**src/rtl/sigmoid_act_pipe.sv**
```systemverilog
// Pipelined sigmoid activation: signed fixed-point x in, sigmoid(x) as unsigned Q0.8 out.
// Elastic valid/ready pipeline with a single global advance; optional linear interpolation stage.
module sigmoid_act_pipe #(
  parameter int DATA_W = 16,
  parameter int FRAC_W = 8,
  parameter int INTERP = 0,
  parameter int TAG_W  = 4
) (
  input  logic              clk,
  input  logic              rst,
  input  logic              in_valid,
  output logic              in_ready,
  input  logic [DATA_W-1:0] in_x,
  input  logic [TAG_W-1:0]  in_tag,
  output logic              out_valid,
  input  logic              out_ready,
  output logic [15:0]       out_y,
  output logic [TAG_W-1:0]  out_tag
);

  localparam int FB  = FRAC_W - 4;
  localparam int FBW = (FB > 0) ? FB : 1;

  // round(256 * sigmoid(k/16)), clipped to 255, k = 0..96
  localparam logic [7:0] TBL [97] = '{
    8'd128, 8'd132, 8'd136, 8'd140, 8'd144, 8'd148, 8'd152, 8'd156,
    8'd159, 8'd163, 8'd167, 8'd170, 8'd174, 8'd177, 8'd181, 8'd184,
    8'd187, 8'd190, 8'd193, 8'd196, 8'd199, 8'd202, 8'd204, 8'd207,
    8'd209, 8'd212, 8'd214, 8'd216, 8'd218, 8'd220, 8'd222, 8'd224,
    8'd225, 8'd227, 8'd229, 8'd230, 8'd232, 8'd233, 8'd234, 8'd235,
    8'd237, 8'd238, 8'd239, 8'd240, 8'd241, 8'd241, 8'd242, 8'd243,
    8'd244, 8'd245, 8'd245, 8'd246, 8'd246, 8'd247, 8'd248, 8'd248,
    8'd248, 8'd249, 8'd249, 8'd250, 8'd250, 8'd250, 8'd251, 8'd251,
    8'd251, 8'd252, 8'd252, 8'd252, 8'd252, 8'd253, 8'd253, 8'd253,
    8'd253, 8'd253, 8'd254, 8'd254, 8'd254, 8'd254, 8'd254, 8'd254,
    8'd254, 8'd254, 8'd254, 8'd255, 8'd255, 8'd255, 8'd255, 8'd255,
    8'd255, 8'd255, 8'd255, 8'd255, 8'd255, 8'd255, 8'd255, 8'd255,
    8'd255
  };

  function automatic logic [7:0] lut(input logic [6:0] k, input logic sat);
    if (sat || (k > 7'd96)) lut = 8'd255;
    else                    lut = TBL[k];
  endfunction

  // Handshake: a beat moves on valid && ready at either port. Every stage
  // shifts together when adv is high; adv drops only while a result is held.
  logic adv;
  assign adv      = !(out_valid && !out_ready);
  assign in_ready = adv;

  logic [DATA_W:0] xe, a, idx_full;
  logic [FBW-1:0]  fr;

  always_comb begin
    xe       = {in_x[DATA_W-1], in_x};
    a        = in_x[DATA_W-1] ? -xe : xe;
    idx_full = a >> FB;
    fr       = '0;
    if (FB > 0) fr = a[FBW-1:0];
  end

  logic             s1_valid, s1_s, s1_sat;
  logic [6:0]       s1_idx;
  logic [FBW-1:0]   s1_fr;
  logic [TAG_W-1:0] s1_tag;

  always_ff @(posedge clk) begin
    if (rst) begin
      s1_valid <= 1'b0;
      s1_s     <= 1'b0;
      s1_sat   <= 1'b0;
      s1_idx   <= '0;
      s1_fr    <= '0;
      s1_tag   <= '0;
    end else if (adv) begin
      s1_valid <= in_valid;
      s1_s     <= in_x[DATA_W-1];
      s1_sat   <= (idx_full >= (DATA_W+1)'(96));
      s1_idx   <= idx_full[6:0];
      s1_fr    <= fr;
      s1_tag   <= in_tag;
    end
  end

  logic             fin_valid, fin_s;
  logic [7:0]       fin_p;
  logic [TAG_W-1:0] fin_tag;

  generate
    if (INTERP != 0) begin : g_interp
      logic             s2_valid, s2_s;
      logic [7:0]       s2_p, s2_q;
      logic [FBW-1:0]   s2_fr;
      logic [TAG_W-1:0] s2_tag;
      logic [7+FBW:0]   prod;

      always_ff @(posedge clk) begin
        if (rst) begin
          s2_valid <= 1'b0;
          s2_s     <= 1'b0;
          s2_p     <= '0;
          s2_q     <= '0;
          s2_fr    <= '0;
          s2_tag   <= '0;
        end else if (adv) begin
          s2_valid <= s1_valid;
          s2_s     <= s1_s;
          s2_p     <= lut(s1_idx, s1_sat);
          s2_q     <= lut(s1_idx + 7'd1, s1_sat);
          s2_fr    <= s1_fr;
          s2_tag   <= s1_tag;
        end
      end

      // Table is monotonic, so q - p never underflows and p + step <= q.
      always_comb begin
        prod = (8+FBW)'(s2_q - s2_p) * (8+FBW)'(s2_fr);
      end

      assign fin_valid = s2_valid;
      assign fin_s     = s2_s;
      assign fin_p     = s2_p + 8'(prod >> FB);
      assign fin_tag   = s2_tag;
    end else begin : g_direct
      logic unused_fr;
      assign unused_fr = ^s1_fr;
      assign fin_valid = s1_valid;
      assign fin_s     = s1_s;
      assign fin_p     = lut(s1_idx, s1_sat);
      assign fin_tag   = s1_tag;
    end
  endgenerate

  // Negative inputs use sigmoid(-x) = 1 - sigmoid(x); p >= 128 keeps 256 - p in 8 bits.
  always_ff @(posedge clk) begin
    if (rst) begin
      out_valid <= 1'b0;
      out_y     <= '0;
      out_tag   <= '0;
    end else if (adv) begin
      out_valid <= fin_valid;
      if (fin_valid) begin
        out_y   <= {8'h00, fin_s ? 8'(9'd256 - {1'b0, fin_p}) : fin_p};
        out_tag <= fin_tag;
      end
    end
  end

endmodule

```
**config.mk**
```make
export PLATFORM = sky130hd
export DESIGN_NAME = sigmoid_act_pipe
export DESIGN_NICKNAME = d
export VERILOG_FILES = /design/src/rtl/sigmoid_act_pipe.sv
export SDC_FILE = /design/constraint.sdc
export NUM_CORES = 1
export LEC_CHECK = 0
export BUFFER_PORTS_ARGS = -buffer_cell sky130_fd_sc_hd__buf_2
export CORE_MARGIN = 5
export CORE_UTILIZATION = 45
export DETAILED_ROUTE_END_ITERATION = 10
export MAX_ROUTING_LAYER = met4
export PLACE_DENSITY = 0.68
export SYNTH_ARGS = -nofsm -noshare
export SYNTH_HDL_FRONTEND = slang
export SYNTH_SLANG_ARGS = --single-unit
```
**constraint.sdc**
```tcl
create_clock -name clk -period 3.09 [get_ports clk]
set_input_delay 0.4635 -clock clk [delete_from_list [all_inputs] [get_ports clk]]
set_output_delay 0.4635 -clock clk [all_outputs]
set_load 0.01 [all_outputs]
```
==> results.toml <==
[run_status]
status = "complete, no violations"

[layout]
final_layout_size_suffix_gt1_share_pct = 20.0
nNetsFinal = 354
finalInstanceArea_sq_um = 2430
antenna_cells = 0
area_growth_pct = 8.06

[clock_network]
clock_latency_ns = 0.27
cts_max_path_buffers = 2
clkSlewWorstSetupHoldPaths_ns = 0.09
clkSinkCount = 27
cts_inserted_buffers = 3
cts_resized = 0
cts_max_level = 1
cts_tree = "built"
cts_hold_buffers = 0
cts-root-buf = "clkbuf_8"
cts_setup_buffers = 0

[drt]
wl_per_cell_um = 13.1
vias = 2122
drc = 0
via_per_inst = 5.48
postRouteAntennaNets = 0
dr.pass1.iters = 5
detail_route.iter0.violations = 193
wl_um = 5080

[global_route]
antenna_found_initial = 0
grt_start_max_net_pins = 33
grt_pass1_wl_um = 8560
track_usage_pct = 16.7
grt_overflow = 0
grt_pass1_vias = 1908

[worst_hold_path]
hp-start = "in_tag[3]"
hold_end = "fin_tag[3]$_SDFFE_PP0N_"
hold_path_depth = 3
min_path_type = "input port to flop"

[synthesis]
ys_ff_latch = 27
ys_top_cells_by_area = "dfxtp_1 (24%), nand2_1 (7.2%), a21oi_1 (6.0%), ha_1 (5.0%), buf_6 (4.0%)"
synth-main-ff-cell = "dfxtp_1"
synth_edf_count = 0
syn_area_sq_um = 2250
netlist.area_leader.share_pct = 24.0
synth_cells = 296
yosys_warnings = 0
ys_seq_area_share_pct = 24.0
yosysTopAreaCell = "dfxtp_1"
synth_area_per_cell_sq_um = 7.60
synth-async-reset-ratio_pct = 0
synth.distinct_cells = 61

[power_and_ir_drop]
power.density_nw_per_um2 = 389
ir_worst_vdd_v = 0.000228
design_power_total_uw = 947
leakagePower_nw = 1.02

[setup_path]
worst_path_largest_cell_delay_ns = 0.41
path_delay_family = "compound AO/OA/AOI/OAI gates"
worstRegToRegCells = 12
r2r_slack_ns = 0.43
path_cells = "inv_1 -> ha_1 -> nand2_1 -> nand3_1 -> o221a_2 -> a211o_1 -> inv_1 -> ha_1 -> nand2_1 -> o31ai_1 -> mux2i_1 -> nand2_1"
crit_slowest_cell = "dfxtp_1"
crit_arrival_ns = 2.83
critPathMostFrequentCell = "nand2_1"
worstPathBufferInverterCount = 2
cp_max_fo = 5
required_ns = 3.26
endpoint_kind = "flop"
r2r_start = "s1_idx[1]$_SDFFE_PP0N_"
setup.worst_path.class = "flop to flop"
cp-startpoint = "s1_idx[1]$_SDFFE_PP0N_"
worstSetupStartpointType = "flop"
reg2reg_to = "out_y[4]$_SDFFE_PP0P_"

[place]
place_congestion = 0.891
portBuffers = 37
place_area_sq_um = 2390
post-place-ws_ns = 0.478
hpwl_um = 3820

[die]
ioPinCount = 46
start_util_pct = 47.0
die-area_sq_um = 6520
die_w_um = 80.7
core_sq_um = 4790
row_count = 25
die_h_um = 80.7

[sta]
worstMarginPinSlew_ns = 0.586
rsz0062_at_grt = "false"
tns_ns = 0
slew_viol_final = 0
timing.fmax_mhz = 376
hold_violations = 0
setup_viol = 0
period_share_pct = 86.1
setup_ws_ns = 0.428
relSlewSlack_pct = 60.9
finClkSkew_ns = 0.00138
period_needed_ns = 2.66

[run]
maxCapViolCount = 0
[worst max path at each step]
stage	to	slack, ns	depth (start not counted)
floorplan	out_y[4]$_SDFFE_PP0P_	0.41	13
global placement	out_y[4]$_SDFFE_PP0P_	0.59	12
detailed placement	out_y[4]$_SDFFE_PP0P_	0.48	12
CTS	out_y[4]$_SDFFE_PP0P_	0.44	12
global route	out_y[4]$_SDFFE_PP0P_	0.20	12
finish	out_y[4]$_SDFFE_PP0P_	0.43	12
[layout make-up]
type / count / area (sq um)
fill: 475 / 2350
multi-input combinational: 234 / 1480
sequential: 27 / 541
timing repair buffer: 45 / 245
tap: 67 / 83.8
clock buffer: 3 / 41.3
inverter: 10 / 40.0
clock inverter: 1 / 5.00
[report_power, final]
part | internal, mW | switching (mW) | total, mW
clock | 0.0905 | 0.111 | 0.201
sequential | 0.374 | 0.0328 | 0.407
combinational | 0.144 | 0.195 | 0.339
[layout by cell type, fill, tap and decap left out, types with 5 or more instances in the layout]
| master | count |
|---|---|
| o211ai_1 | 5 |
| dfxtp_1 | 27 |
| nand2b_1 | 11 |
| nor2_1 | 21 |
| xor2_1 | 6 |
| inv_1 | 9 |
| buf_4 | 8 |
| nor2b_1 | 7 |
| nand2_1 | 43 |
| buf_2 | 37 |
| conb_1 | 8 |
| a21oi_1 | 27 |
| nor3_1 | 11 |
| o21ai_0 | 10 |
| a211oi_1 | 11 |
| nand3_1 | 5 |
| ha_1 | 9 |
[synth_stat cells (2+ instances only)]
library cell,count
inv_1,9
o31ai_1,4
a21oi_1,27
buf_6,8
buf_1,2
ha_1,9
nor2b_1,7
mux2i_1,3
nor2_1,21
xnor2_1,3
a21o_1,2
xor2_1,6
a211oi_1,11
nand2b_1,11
or4_1,3
a211o_1,2
nor3_1,11
nand2_1,43
nand3b_1,4
dfxtp_1,27
nand3_1,5
buf_4,9
nor4_1,2
buf_2,5
o22ai_1,3
o21ai_0,10
a31oi_1,2
a21boi_0,2
and2_1,2
o211ai_1,5
clkbuf_1,8
[metrics by stage]
step / hold slack [ns] / std cells / utilization, %
2_1_floorplan: 0.432 / 303 / -
3_3_place_gp: 0.438 / 383 / 49.9
3_5_place_dp: 0.444 / 383 / 49.9
4_1_cts: 0.415 / 387 / 50.8
5_1_grt: 0.414 / 387 / 50.8
6_report: 0.421 / 387 / 50.8
[flip-flops by register name, indices dropped and copies added (netlist names)]
signal,count
out_y,8
s1_idx,7
fin_tag,4
out_tag,4
fin_s,1
fin_valid,1
out_valid,1
s1_sat,1
[metal layers]
| layer | share of wire, % | global-route usage, % | wire length (um) | vias up |
|---|---|---|---|---|
| met5 | 0 | - | 0 | - |
| met4 | 1.5 | 4.90 | 78 | 0 |
| met3 | 4.8 | 2.58 | 242 | 8 |
| met2 | 47 | 27.2 | 2380 | 59 |
| met1 | 47 | 21.4 | 2380 | 974 |
| li1 | - | - | - | 1081 |
[cells by family (layout without fill, tap and decap cells)]
| kind of cell | after synthesis | count (layout) | synth area share (%) |
|---|---|---|---|
| AND/OR/NAND/NOR | 118 | 118 | 26.5 |
| AO/OA/AOI/OAI | 85 | 85 | 26.5 |
| buffers and inverters | 42 | 59 | 11.6 |
| flip-flops | 27 | 27 | 24.0 |
| adder cells (fa/ha/maj) | 9 | 9 | 5.00 |
| XOR/XNOR | 9 | 9 | 3.50 |
| multiplexers | 5 | 5 | 2.83 |
| other | 1 | 8 | 0.167 |
[worst min-delay path: stages]
cell,delay (ns)
buf_2,0.10
nand2_1,0.04
a21oi_1,0.05
Power figures use the tool's default switching activity.
